<file path="config.mk">
export PLATFORM = sky130hd
export DESIGN_NAME = uart_rx_fifo_flat
export DESIGN_NICKNAME = d
export VERILOG_FILES = /design/src/rtl/uart_rx_fifo_pkg.sv /design/src/rtl/uart_rx_fifo_if.sv /design/src/rtl/uart_rx_fifo_sync_fifo.sv /design/src/rtl/uart_rx_fifo.sv /design/src/flat_wrapper.sv
export SDC_FILE = /design/constraint.sdc
export NUM_CORES = 1
export LEC_CHECK = 0
export ABC_AREA = 1
export CAP_MARGIN = 20
export CORE_UTILIZATION = 60
export CTS_BUF_LIST = sky130_fd_sc_hd__clkbuf_2 sky130_fd_sc_hd__clkbuf_4 sky130_fd_sc_hd__clkbuf_8
export DETAILED_ROUTE_END_ITERATION = 6
export PLACE_DENSITY = 0.82
export SLEW_MARGIN = 20
export SYNTH_ARGS = -nofsm -noshare
export SYNTH_HDL_FRONTEND = slang
export SYNTH_SLANG_ARGS = --single-unit
</file>
<file path="constraint.sdc">
create_clock -name clk -period 3.2 [get_ports clk]
set_clock_uncertainty 0.15 [all_clocks]
set_input_delay 0.32 -clock clk [delete_from_list [all_inputs] [get_ports clk]]
set_output_delay 0.32 -clock clk [all_outputs]
set_load 0.01 [all_outputs]
</file>
<file path="src/rtl/uart_rx_fifo_pkg.sv">
// Shared types and constants for the buffered UART receive path.
package uart_pkg;

  typedef enum logic [2:0] {
    IDLE,
    START,
    DATA,
    PARITY,
    STOP
  } rx_state_t;

  localparam int unsigned MIN_CLK_PER_BIT = 4;

  localparam logic PARITY_EVEN = 1'b0;
  localparam logic PARITY_ODD  = 1'b1;

  // Non-zero when the received parity bit disagrees with the selected mode.
  function automatic logic parity_error(input logic data_xor,
                                        input logic par_bit,
                                        input logic odd);
    return data_xor ^ par_bit ^ odd;
  endfunction

endpackage

</file>
<file path="src/rtl/uart_rx_fifo_if.sv">
// Read-side bus of the receiver: FIFO pop/show-ahead data plus sticky status.
interface uart_rx_fifo_if #(
  parameter int unsigned DATA_BITS  = 8,
  parameter int unsigned FIFO_DEPTH = 4
);

  logic                          rd_en;
  logic                          clr_err;
  logic [DATA_BITS-1:0]          rd_data;
  logic                          rd_valid;
  logic [$clog2(FIFO_DEPTH):0]   count;
  logic                          frame_err;
  logic                          parity_err;
  logic                          overrun;

  modport master (
    output rd_en, clr_err,
    input  rd_data, rd_valid, count, frame_err, parity_err, overrun
  );

  modport slave (
    input  rd_en, clr_err,
    output rd_data, rd_valid, count, frame_err, parity_err, overrun
  );

endinterface

</file>
<file path="src/rtl/uart_rx_fifo_sync_fifo.sv">
// Show-ahead synchronous FIFO; a push into a full FIFO is accepted only
// when a pop happens in the same cycle.
module sync_fifo #(
  parameter int unsigned WIDTH = 8,
  parameter int unsigned DEPTH = 4
) (
  input  logic                    clk,
  input  logic                    rst_n,
  input  logic                    i_push,
  input  logic [WIDTH-1:0]        i_push_data,
  input  logic                    i_pop,
  output logic [WIDTH-1:0]        o_rd_data,
  output logic                    o_full,
  output logic                    o_empty,
  output logic [$clog2(DEPTH):0]  o_count
);

  localparam int unsigned AW = $clog2(DEPTH);

  logic [WIDTH-1:0] r_mem [DEPTH];
  logic [AW-1:0]    r_wptr;
  logic [AW-1:0]    r_rptr;
  logic [AW:0]      r_count;
  logic             w_pop;
  logic             w_push;

  assign o_full  = (r_count == (AW + 1)'(DEPTH));
  assign o_empty = (r_count == '0);
  assign w_pop   = i_pop & ~o_empty;
  assign w_push  = i_push & (~o_full | w_pop);

  always_ff @(posedge clk) begin
    if (w_push) r_mem[r_wptr] <= i_push_data;
  end

  // Power-of-two depth lets the pointers wrap naturally.
  always_ff @(posedge clk or negedge rst_n) begin
    if (!rst_n) begin
      r_wptr  <= '0;
      r_rptr  <= '0;
      r_count <= '0;
    end else begin
      if (w_push) r_wptr <= r_wptr + 1'b1;
      if (w_pop)  r_rptr <= r_rptr + 1'b1;
      unique case ({w_push, w_pop})
        2'b10:   r_count <= r_count + 1'b1;
        2'b01:   r_count <= r_count - 1'b1;
        default: r_count <= r_count;
      endcase
    end
  end

  assign o_rd_data = o_empty ? '0 : r_mem[r_rptr];
  assign o_count   = r_count;

endmodule

</file>
<file path="src/rtl/uart_rx_fifo.sv">
// UART receiver with configurable width/parity/bit period feeding a
// show-ahead receive FIFO, with sticky framing, parity and overrun flags.
module uart_rx_fifo
  import uart_pkg::*;
#(
  parameter int unsigned CLK_BITS   = 10,
  parameter int unsigned DATA_BITS  = 8,
  parameter int unsigned FIFO_DEPTH = 4
) (
  input  logic                clk,
  input  logic                rst_n,
  input  logic [CLK_BITS-1:0] clk_per_bit,
  input  logic                parity_en,
  input  logic                parity_odd,
  input  logic                uart_rx,
  output logic                busy,
  uart_rx_fifo_if.slave       rd_if
);

  localparam logic [CLK_BITS-1:0] MIN_CPB = CLK_BITS'(MIN_CLK_PER_BIT);

  logic                 r_sync1;
  logic                 r_rxs;
  logic                 r_rxs_d;
  rx_state_t            r_state;
  logic [CLK_BITS-1:0]  r_timer;
  logic [CLK_BITS-1:0]  r_cpb;
  logic [3:0]           r_bit_cnt;
  logic [DATA_BITS-1:0] r_shift;
  logic                 r_par_err;
  logic                 r_frame_err;
  logic                 r_parity_err;
  logic                 r_overrun;

  logic                 w_fall;
  logic                 w_tick;
  logic [CLK_BITS-1:0]  w_cpb_eff;
  logic                 w_push;
  logic                 w_pop;
  logic                 w_full;
  logic                 w_empty;
  logic                 w_ovf;

  // Flops reset high so that reset release never looks like a start edge.
  always_ff @(posedge clk or negedge rst_n) begin
    if (!rst_n) begin
      r_sync1 <= 1'b1;
      r_rxs   <= 1'b1;
      r_rxs_d <= 1'b1;
    end else begin
      r_sync1 <= uart_rx;
      r_rxs   <= r_sync1;
      r_rxs_d <= r_rxs;
    end
  end

  assign w_fall    = r_rxs_d & ~r_rxs;
  assign w_cpb_eff = (clk_per_bit < MIN_CPB) ? MIN_CPB : clk_per_bit;
  assign w_tick    = (r_timer == CLK_BITS'(1));
  assign w_push    = (r_state == STOP) & w_tick & r_rxs & ~r_par_err;
  assign w_pop     = rd_if.rd_en & ~w_empty;
  assign w_ovf     = w_push & w_full & ~w_pop;

  always_ff @(posedge clk or negedge rst_n) begin
    if (!rst_n) begin
      r_state      <= IDLE;
      r_timer      <= '0;
      r_cpb        <= '0;
      r_bit_cnt    <= '0;
      r_shift      <= '0;
      r_par_err    <= 1'b0;
      r_frame_err  <= 1'b0;
      r_parity_err <= 1'b0;
    end else begin
      if (rd_if.clr_err) begin
        r_frame_err  <= 1'b0;
        r_parity_err <= 1'b0;
      end
      if (r_state != IDLE) r_timer <= w_tick ? r_cpb : r_timer - 1'b1;

      // Error sets below come after the clear so a coincident error wins.
      unique case (r_state)
        IDLE: begin
          if (w_fall) begin
            r_state   <= START;
            r_cpb     <= w_cpb_eff;
            r_timer   <= w_cpb_eff >> 1;
            r_par_err <= 1'b0;
          end
        end
        START: begin
          if (w_tick) begin
            r_state   <= r_rxs ? IDLE : DATA;
            r_bit_cnt <= '0;
          end
        end
        DATA: begin
          if (w_tick) begin
            r_shift <= {r_rxs, r_shift[DATA_BITS-1:1]};
            if (r_bit_cnt == 4'(DATA_BITS - 1)) begin
              r_state <= parity_en ? PARITY : STOP;
            end else begin
              r_bit_cnt <= r_bit_cnt + 1'b1;
            end
          end
        end
        PARITY: begin
          if (w_tick) begin
            r_par_err <= parity_error(^r_shift, r_rxs, parity_odd);
            r_state   <= STOP;
          end
        end
        STOP: begin
          if (w_tick) begin
            r_state <= IDLE;
            if (!r_rxs)         r_frame_err  <= 1'b1;
            else if (r_par_err) r_parity_err <= 1'b1;
          end
        end
        default: r_state <= IDLE;
      endcase
    end
  end

  always_ff @(posedge clk or negedge rst_n) begin
    if (!rst_n)              r_overrun <= 1'b0;
    else if (w_ovf)          r_overrun <= 1'b1;
    else if (rd_if.clr_err)  r_overrun <= 1'b0;
  end

  sync_fifo #(
    .WIDTH (DATA_BITS),
    .DEPTH (FIFO_DEPTH)
  ) u_fifo (
    .clk         (clk),
    .rst_n       (rst_n),
    .i_push      (w_push),
    .i_push_data (r_shift),
    .i_pop       (rd_if.rd_en),
    .o_rd_data   (rd_if.rd_data),
    .o_full      (w_full),
    .o_empty     (w_empty),
    .o_count     (rd_if.count)
  );

  assign rd_if.rd_valid   = ~w_empty;
  assign rd_if.frame_err  = r_frame_err;
  assign rd_if.parity_err = r_parity_err;
  assign rd_if.overrun    = r_overrun;
  assign busy             = (r_state != IDLE);

endmodule

</file>
<file path="src/flat_wrapper.sv">
// flat-port wrapper written by rule: the top's interface ports become plain ports
module uart_rx_fifo_flat import uart_pkg::*;
#(
  parameter int unsigned CLK_BITS   = 10,
  parameter int unsigned DATA_BITS  = 8,
  parameter int unsigned FIFO_DEPTH = 4
)
  (clk, rst_n, clk_per_bit, parity_en, parity_odd, uart_rx, busy, rd_if_rd_en, rd_if_clr_err, rd_if_rd_data, rd_if_rd_valid, rd_if_count, rd_if_frame_err, rd_if_parity_err, rd_if_overrun);
  uart_rx_fifo_if #(.DATA_BITS(DATA_BITS), .FIFO_DEPTH(FIFO_DEPTH)) rd_if_i ();
  input  logic clk;
  input  logic rst_n;
  input  logic [CLK_BITS-1:0] clk_per_bit;
  input  logic parity_en;
  input  logic parity_odd;
  input  logic uart_rx;
  output logic busy;
  input wire logic [$bits(rd_if_i.rd_en)-1:0] rd_if_rd_en;
  input wire logic [$bits(rd_if_i.clr_err)-1:0] rd_if_clr_err;
  output wire logic [$bits(rd_if_i.rd_data)-1:0] rd_if_rd_data;
  output wire logic [$bits(rd_if_i.rd_valid)-1:0] rd_if_rd_valid;
  output wire logic [$bits(rd_if_i.count)-1:0] rd_if_count;
  output wire logic [$bits(rd_if_i.frame_err)-1:0] rd_if_frame_err;
  output wire logic [$bits(rd_if_i.parity_err)-1:0] rd_if_parity_err;
  output wire logic [$bits(rd_if_i.overrun)-1:0] rd_if_overrun;
  assign rd_if_i.rd_en = rd_if_rd_en;
  assign rd_if_i.clr_err = rd_if_clr_err;
  assign rd_if_rd_data = rd_if_i.rd_data;
  assign rd_if_rd_valid = rd_if_i.rd_valid;
  assign rd_if_count = rd_if_i.count;
  assign rd_if_frame_err = rd_if_i.frame_err;
  assign rd_if_parity_err = rd_if_i.parity_err;
  assign rd_if_overrun = rd_if_i.overrun;
  uart_rx_fifo #(.CLK_BITS(CLK_BITS), .DATA_BITS(DATA_BITS), .FIFO_DEPTH(FIFO_DEPTH)) u_core (.clk(clk), .rst_n(rst_n), .clk_per_bit(clk_per_bit), .parity_en(parity_en), .parity_odd(parity_odd), .uart_rx(uart_rx), .busy(busy), .rd_if(rd_if_i));
endmodule
</file>
Word level (Yosys, flattened, before mapping)
Memories as Yosys holds them, arrays and structs flattened.
Index checks and enable logic that the tools add are counted.
{ "word_totals": {"ff_bits": 49, "ramBits": 32, "mem_count": 1} }
{ "op_classes": {"add_sub_neg": 6, "magnitude_cmp": 1, "eq_ne": 16, "n_mux": 36, "bitwise": 16, "reduce_logical": 13} }
{ "memory_table": {"columns": ["name", "depth", "width", "read_ports", "rd_clocked_by_memory_dff", "wr", "line_no", "source"], "rows": [
  ["u_core.u_fifo.r_mem", 4, 8, 1, 0, 1, "uart_rx_fifo_sync_fifo.sv:20", "logic [WIDTH-1:0] r_mem [DEPTH];"]
]} }
{ "ops": {"columns": ["cell", "n"], "rows": [
  ["10-bit 2-to-1 mux", 5],
  ["3-bit 2-to-1 mux", 7],
  ["1-bit 2-to-1 mux", 15],
  ["3-bit case mux with 5 select lines", 1],
  ["4-bit 2-to-1 mux", 3],
  ["2-bit by 1-bit != test with 1-bit output (second input constant)", 6],
  ["10-bit by 1-bit equality test with 1-bit output (second input constant)", 1],
  ["10-bit by 3-bit < comparator with 1-bit output (second input constant)", 1],
  ["10-bit by 1-bit subtractor with 10-bit output (second input constant)", 1],
  ["1-bit AND", 8],
  ["8-bit 2-to-1 mux", 1],
  ["4-bit case mux with 2 select lines", 1],
  ["2-bit nonzero test", 4],
  ["8-bit XOR reduction", 1],
  ["3-bit by 2-bit equality test with 1-bit output (second input constant)", 2],
  ["3-bit equality test (second input constant)", 2],
  ["3-bit zero test", 2],
  ["3-bit case mux with 2 select lines", 1],
  ["6-bit AND reduction", 1],
  ["1-bit inverter", 5],
  ["2-bit by 1-bit adder with 2-bit output (second input constant)", 2],
  ["4-bit by 1-bit adder with 4-bit output (second input constant)", 1],
  ["4-bit by 3-bit equality test with 1-bit output (second input constant)", 1],
  ["2-bit AND reduction", 2],
  ["other kinds (13)", 14]
]} }

Logic depth before layout (Yosys ltp)
{ "depth": {"word_depth": 7, "ltp_mapped": 13, "mapped_depth_nobuf": 13} }

Hierarchy
Synthesis repeated with hierarchy kept, for this count alone.
{ "hier_totals": {"cells_unflattened": 457, "hier_area_um2": 4030.1} }
{ "by_module_without_submodules": {"columns": ["module", "n_inst", "cells_each", "area_each_um2", "seq_area_each_um2"], "rows": [
  ["uart_rx_fifo", 1, 308, 2321.0, 1054.8],
  ["sync_fifo", 1, 149, 1709.1, 1136.1]
]} }

Worst setup path before layout
Ideal clock, no wire load.
{ "synth_path": {"path_kind": "reg-to-reg", "from": "reg u_core.r_timer[1]", "to": "mem u_core.u_fifo.r_mem[0][0], enable pin", "setup_time_ns": 0.371, "arrival_time_ns": 1.658, "required_time_ns": 2.679, "path_slack_ns": 1.021, "stages_incl_launch_ff": 9, "synth_period_minus_slack_ns": 2.179, "path_cell_list": "dfrtp_1 -> inv_1 -> ha_1 -> nand3_2 -> nor2_8 -> nand4_4 -> nor2_8 -> inv_2 -> nor2_1"} }
{ "synth_between": {"elab_chain_len": 7} }
{ "synth_lines": {"columns": ["element", "line_no", "source"], "rows": [
  ["from (decl)", "uart_rx_fifo.sv:26", "logic [CLK_BITS-1:0] r_timer;"],
  ["from (signal assigned)", "uart_rx_fifo.sv:79", "if (r_state != IDLE) r_timer <= w_tick ? r_cpb : r_timer - 1'b1;"],
  ["from (signal assigned)", "uart_rx_fifo.sv:87", "r_timer <= w_cpb_eff >> 1;"],
  ["10-bit by 1-bit equality test with 1-bit output", "uart_rx_fifo.sv:59", "assign w_tick = (r_timer == CLK_BITS'(1));"],
  ["1-bit AND (3 in series)", "uart_rx_fifo.sv:60", "assign w_push = (r_state == STOP) & w_tick & r_rxs & ~r_par_err;"],
  ["1-bit AND", "uart_rx_fifo_sync_fifo.sv:30", "assign w_push = i_push & (~o_full | w_pop);"],
  ["1-bit 2-to-1 mux", "uart_rx_fifo_sync_fifo.sv:33", "if (w_push) r_mem[r_wptr] <= i_push_data;"],
  ["1-bit 2-to-1 mux (not written as such)", "uart_rx_fifo_sync_fifo.sv:33", null],
  ["to (decl)", "uart_rx_fifo_sync_fifo.sv:20", null]
]} }
Every way passes these cells.

Worst setup path in the final report
{ "layout_path": {"from": "reg u_core.u_fifo.r_rptr[0]", "to": "out rd_if_rd_data[7]"} }
{ "layout_between": {"elab_chain_len": 2} }
{ "layout_lines": {"columns": ["element", "line_no", "source"], "rows": [
  ["from (decl)", "uart_rx_fifo_sync_fifo.sv:22", "logic [AW-1:0] r_rptr;"],
  ["from (signal assigned)", "uart_rx_fifo_sync_fifo.sv:44", "if (w_pop) r_rptr <= r_rptr + 1'b1;"],
  ["memory 4 x 8 bit", null, null],
  ["8-bit 2-to-1 mux", "uart_rx_fifo_sync_fifo.sv:53", "assign o_rd_data = o_empty ? '0 : r_mem[r_rptr];"],
  ["to (decl)", "flat_wrapper.sv:19", "output wire logic [$bits(rd_if_i.rd_data)-1:0] rd_if_rd_data;"]
]} }
Every way passes these cells.

==> flow_summary.toml <==
[placement]
global_placement_routability_congestion = 0.822
post-place-ws_ns = 0.724
placed_cell_area_sq_um = 4390
buffer_ports.inserted = 32
place.detailed.hpwl_um = 5850

[routing]
detail_route.wirelength_um = 7970
detail_route.wl_per_cell_um = 14.4
vias_per_cell = 5.45
drt_iter0_drc = 202
via_count = 3022
number_of_detailed_routing_iterations_run_before_antenna_repair = 4
drc_errors = 0
final_antenna_net_count = 0

[run]
max-cap-violations = 0

[pwr]
finalPower_mw = 3.71
share_clk_of_total_power_pct = 20.5
pwr_density_cell_nw_per_um2 = 806
vdd_drop_max_mv = 0.548
power.share.combinational_pct = 39.8
seq_power_share_pct = 39.7
switchingPower_mw = 1.44
power.leakage_nw = 2.11
netSwitchingFraction_pct = 38.8
cell_internal_pwr_mw = 2.27

[worst_setup_path]
cp_num_cells = 4
timing.critical_path.slowest_stage_cell = "sky130_fd_sc_hd__dfrtp_1"
setup.reg_to_reg.worst_slack_ns = 0.69
worst_setup_path_end_kind = "output pin"
critPathLaunchType = "register"
critical-path-max-stage-delay_ns = 0.70
r2r-start = "u_core.r_timer[1]$_DFF_PN0_"
critical_path.cell_chain = "inv_2, o21ai_0, a21oi_1, clkdlybuf4s50_1"
criticalPathCategory = "register to output pin"
r2r_cells = 8
critical_path_peak_fanout = 18
timing.critical_path.buf_inv = 2
crit_start = "u_core.u_fifo.r_rptr[0]$_DFFE_PN0P_"
critPathRequiredTime_ns = 2.73
crit_end = "rd_if_rd_data[7]"
path_delay_family = "buffers and inverters"
timing.critical_path.arrival_ns = 2.18
worst_r2r_endpoint = "u_core.u_fifo.r_mem[3][0]$_DFFE_PP_"

[floorplanning]
design.die.area_sq_um = 6960
initial_core_util_pct = 62.3
core.rowCount = 29
chipWidth_um = 83.4
boundaryPins = 33
die_ht_um = 83.4
core-area_sq_um = 6390

[layout]
post_route_cells_drive_above_1_share_pct = 11.7
antenna_fix_cells = 0
fin_nets = 497
finish.instance_area_sq_um = 4600
syn2layout_area_growth_pct = 15.7
final_core_util_pct = 72.0

[global_routing]
grtUsageMet1_pct = 31.2
grt_overflow_total = 0
grt.met2_usage_pct = 42.0
grt_antenna_before_repair = 0
most_congested_layer_reported_by_global_routing = "met2"
grt_first_pass_wirelength_um = 13700
grt_use_total_pct = 25.3
pin_count_of_the_biggest_net_entering_global_routing = 39
first_global_vias = 3009
global_routing_usage_on_met3_pct = 5.57

[clock_network]
clkLatencyLatePin_ns = 0.35
cts_hold_buffers_added = 1
tritoncts.num_buffers = 9
cts-root-to-sink-buffers = 2
cts-root-buf = "sky130_fd_sc_hd__clkbuf_8"
cts_resized = 0
cts.sink_count = 81
cts_tree = "yes"
cts-htree-levels = 3
clk_pin_slew_worst_paths_ns = 0.08
post_cts_repair_timing_setup_buffer_count = 0

[synthesis]
warning_count_from_the_yosys_run = 0
synth.ff_latch_count = 81
synth_top_area_share_pct = 28.9
postSynthCellCount = 431
synth-seq-area-share_pct = 55.1
synthesis.area_per_instance_sq_um = 9.23
number_of_nets_produced_by_synthesis = 456
synth_area_sq_um = 3980
synth_cell_types = 41
leading_cell_types_by_total_area_after_synthesis = "sky130_fd_sc_hd__dfrtp_1 29%, sky130_fd_sc_hd__edfxtp_1 24%, sky130_fd_sc_hd__nand2_1 8.7%, sky130_fd_sc_hd__nor2_1 6.2%, sky130_fd_sc_hd__inv_1 4.0%"
cell_type_contributing_the_most_total_cell_area_after_synthesis = "sky130_fd_sc_hd__dfrtp_1"

[hold_path]
number_of_cells_on_the_worst_hold_path = 0
worst_hold_startpoint = "u_core.r_sync1$_DFF_PN1_"
hold_path_class = "register to register"

[timing]
fmaxAchievable_ghz = 0.377
totalNegativeSetupSlack_ns = 0
max_slew.worst_pin.slew_ns = 0.911
maxSlewViolCount = 0
number_of_failing_setup_endpoints_in_the_final_timing_report = 0
grt_setup_unrepaired = "false"
final_critical_path_setup_slack_ns = 0.548
final.period_utilization_pct = 82.9
post-route-min-period_ns = 2.65
report.final.hold_viol_count = 0
timing.max_slew.rel_slack_pct = 39.3

[outcome]
outcome = "finished clean"
[through the flow]
step / hold slack [ns] / instances
4_1_cts: 0.207 / 554
2_1_floorplan: -0.126 / 431
5_1_grt: 0.216 / 554
3_5_place_dp: 0.200 / 537
3_3_place_gp: 0.198 / 537
6_report: 0.202 / 554
[state kept, by name (all words and copies together), names as in the netlist]
| name | cells |
|---|---|
| u_core.r_rxs | 1 |
| u_core.r_rxs_d | 1 |
| u_core.rd_if.parity_err | 1 |
| u_core.r_timer | 10 |
| u_core.r_state | 3 |
| u_core.u_fifo.r_rptr | 2 |
| u_core.u_fifo.o_count | 3 |
| u_core.r_sync1 | 1 |
| u_core.u_fifo.r_wptr | 2 |
| u_core.rd_if.overrun | 1 |
| u_core.rd_if.frame_err | 1 |
| u_core.r_par_err | 1 |
| u_core.r_shift | 8 |
| u_core.u_fifo.r_mem | 32 |
| u_core.r_bit_cnt | 4 |
| u_core.r_cpb | 10 |
[cells in the mapped netlist]
| master | count |
|---|---|
| sky130_fd_sc_hd__nand3_4 | 1 |
| sky130_fd_sc_hd__nand2_4 | 1 |
| sky130_fd_sc_hd__xor2_1 | 6 |
| sky130_fd_sc_hd__nand3_2 | 1 |
| sky130_fd_sc_hd__o211ai_1 | 6 |
| sky130_fd_sc_hd__fa_1 | 1 |
| sky130_fd_sc_hd__and2_0 | 1 |
| sky130_fd_sc_hd__nor2_4 | 2 |
| sky130_fd_sc_hd__buf_2 | 2 |
| sky130_fd_sc_hd__nand2_1 | 92 |
| sky130_fd_sc_hd__xor2_2 | 1 |
| sky130_fd_sc_hd__edfxtp_1 | 32 |
| sky130_fd_sc_hd__clkbuf_1 | 3 |
| sky130_fd_sc_hd__a21oi_1 | 11 |
| sky130_fd_sc_hd__a211oi_1 | 2 |
| sky130_fd_sc_hd__dfrtp_1 | 46 |
| sky130_fd_sc_hd__xnor2_1 | 3 |
| sky130_fd_sc_hd__o21a_1 | 1 |
| sky130_fd_sc_hd__nand4_1 | 4 |
| sky130_fd_sc_hd__o221ai_1 | 3 |
| sky130_fd_sc_hd__nand4_2 | 1 |
| sky130_fd_sc_hd__inv_4 | 1 |
| sky130_fd_sc_hd__o21ai_1 | 16 |
| sky130_fd_sc_hd__nand3_1 | 15 |
| sky130_fd_sc_hd__o21ai_0 | 28 |
| sky130_fd_sc_hd__inv_2 | 9 |
| sky130_fd_sc_hd__nand4_4 | 1 |
| sky130_fd_sc_hd__inv_1 | 42 |
| sky130_fd_sc_hd__ha_1 | 7 |
| sky130_fd_sc_hd__nor2_2 | 5 |
| sky130_fd_sc_hd__nor2_1 | 66 |
| sky130_fd_sc_hd__a32o_1 | 2 |
| sky130_fd_sc_hd__dfstp_2 | 3 |
| sky130_fd_sc_hd__nor3_1 | 2 |
| sky130_fd_sc_hd__or2_2 | 2 |
| sky130_fd_sc_hd__clkinv_1 | 1 |
| sky130_fd_sc_hd__nand2_2 | 4 |
| sky130_fd_sc_hd__a31oi_1 | 1 |
| sky130_fd_sc_hd__buf_1 | 1 |
| sky130_fd_sc_hd__a21boi_1 | 1 |
| sky130_fd_sc_hd__nor2_8 | 4 |
[final cells by class]
cell class / instances / area (sq um)
clock inverter: 6 / 67.6
sequential: 81 / 2190
timing repair buffer: 36 / 348
clock buffer: 10 / 138
fill: 470 / 1790
inverter: 53 / 201
tap: 77 / 96.3
multi-input combinational: 291 / 1560
[placed cells by master (no fill, tap or decap), drive strengths merged]
cell type	count
nand2	97
nor2	77
inv	52
dfrtp	46
o21ai	44
edfxtp	32
clkdlybuf4s50	31
nand3	17
a21oi	11
clkbuf	10
ha	7
xor2	7
o211ai	6
nand4	6
buf	4
clkinv	4
o221ai	3
xnor2	3
dfstp	3
or2	2
a211oi	2
a32o	2
nor3	2
clkinvlp	2
a31oi	1
a21boi	1
o21a	1
and2	1
fa	1
bufinv	1
dlygate4sd3	1
[worst min path at each step]
stage	to	slack, ns
3_3_place_gp	u_core.r_rxs$_DFF_PN1_	0.20
4_1_cts	u_core.r_rxs$_DFF_PN1_	0.21
3_5_place_dp	u_core.r_rxs$_DFF_PN1_	0.20
5_1_grt	u_core.r_rxs$_DFF_PN1_	0.22
2_1_floorplan	u_core.r_bit_cnt[0]$_DFFE_PN0P_	-0.13
6_report	u_core.r_rxs$_DFF_PN1_	0.20
[cells by family after synthesis]
group                    after synthesis  share of synthesized area, %
XOR/XNOR                              10                          2.39
adder cells (fa/ha/maj)                8                          2.71
buffers and inverters                 59                          5.70
flip-flops                            81                          55.1
AND/OR/NAND/NOR                      202                          24.0
AO/OA/AOI/OAI                         71                          10.1
[power groups by stage]
stage                     Sequential, mW  Combinational, mW  Clock [mW]
after floorplan                     1.42               1.05           0
after global placement              1.48               1.42           0
after detailed placement            1.49               1.47           0
after CTS                           1.47               1.48       0.772
after global routing                1.50               1.67       0.812
final                               1.47               1.47       0.761
[layer usage]
| metal | part of all wire, % | wire (um) |
|---|---|---|
| met5 | 0 | 0 |
| met4 | 2.4 | 194 |
| met3 | 3.9 | 310 |
| met2 | 50 | 3980 |
| met1 | 44 | 3480 |
No activity file was read; power rests on OpenSTA's default activity.
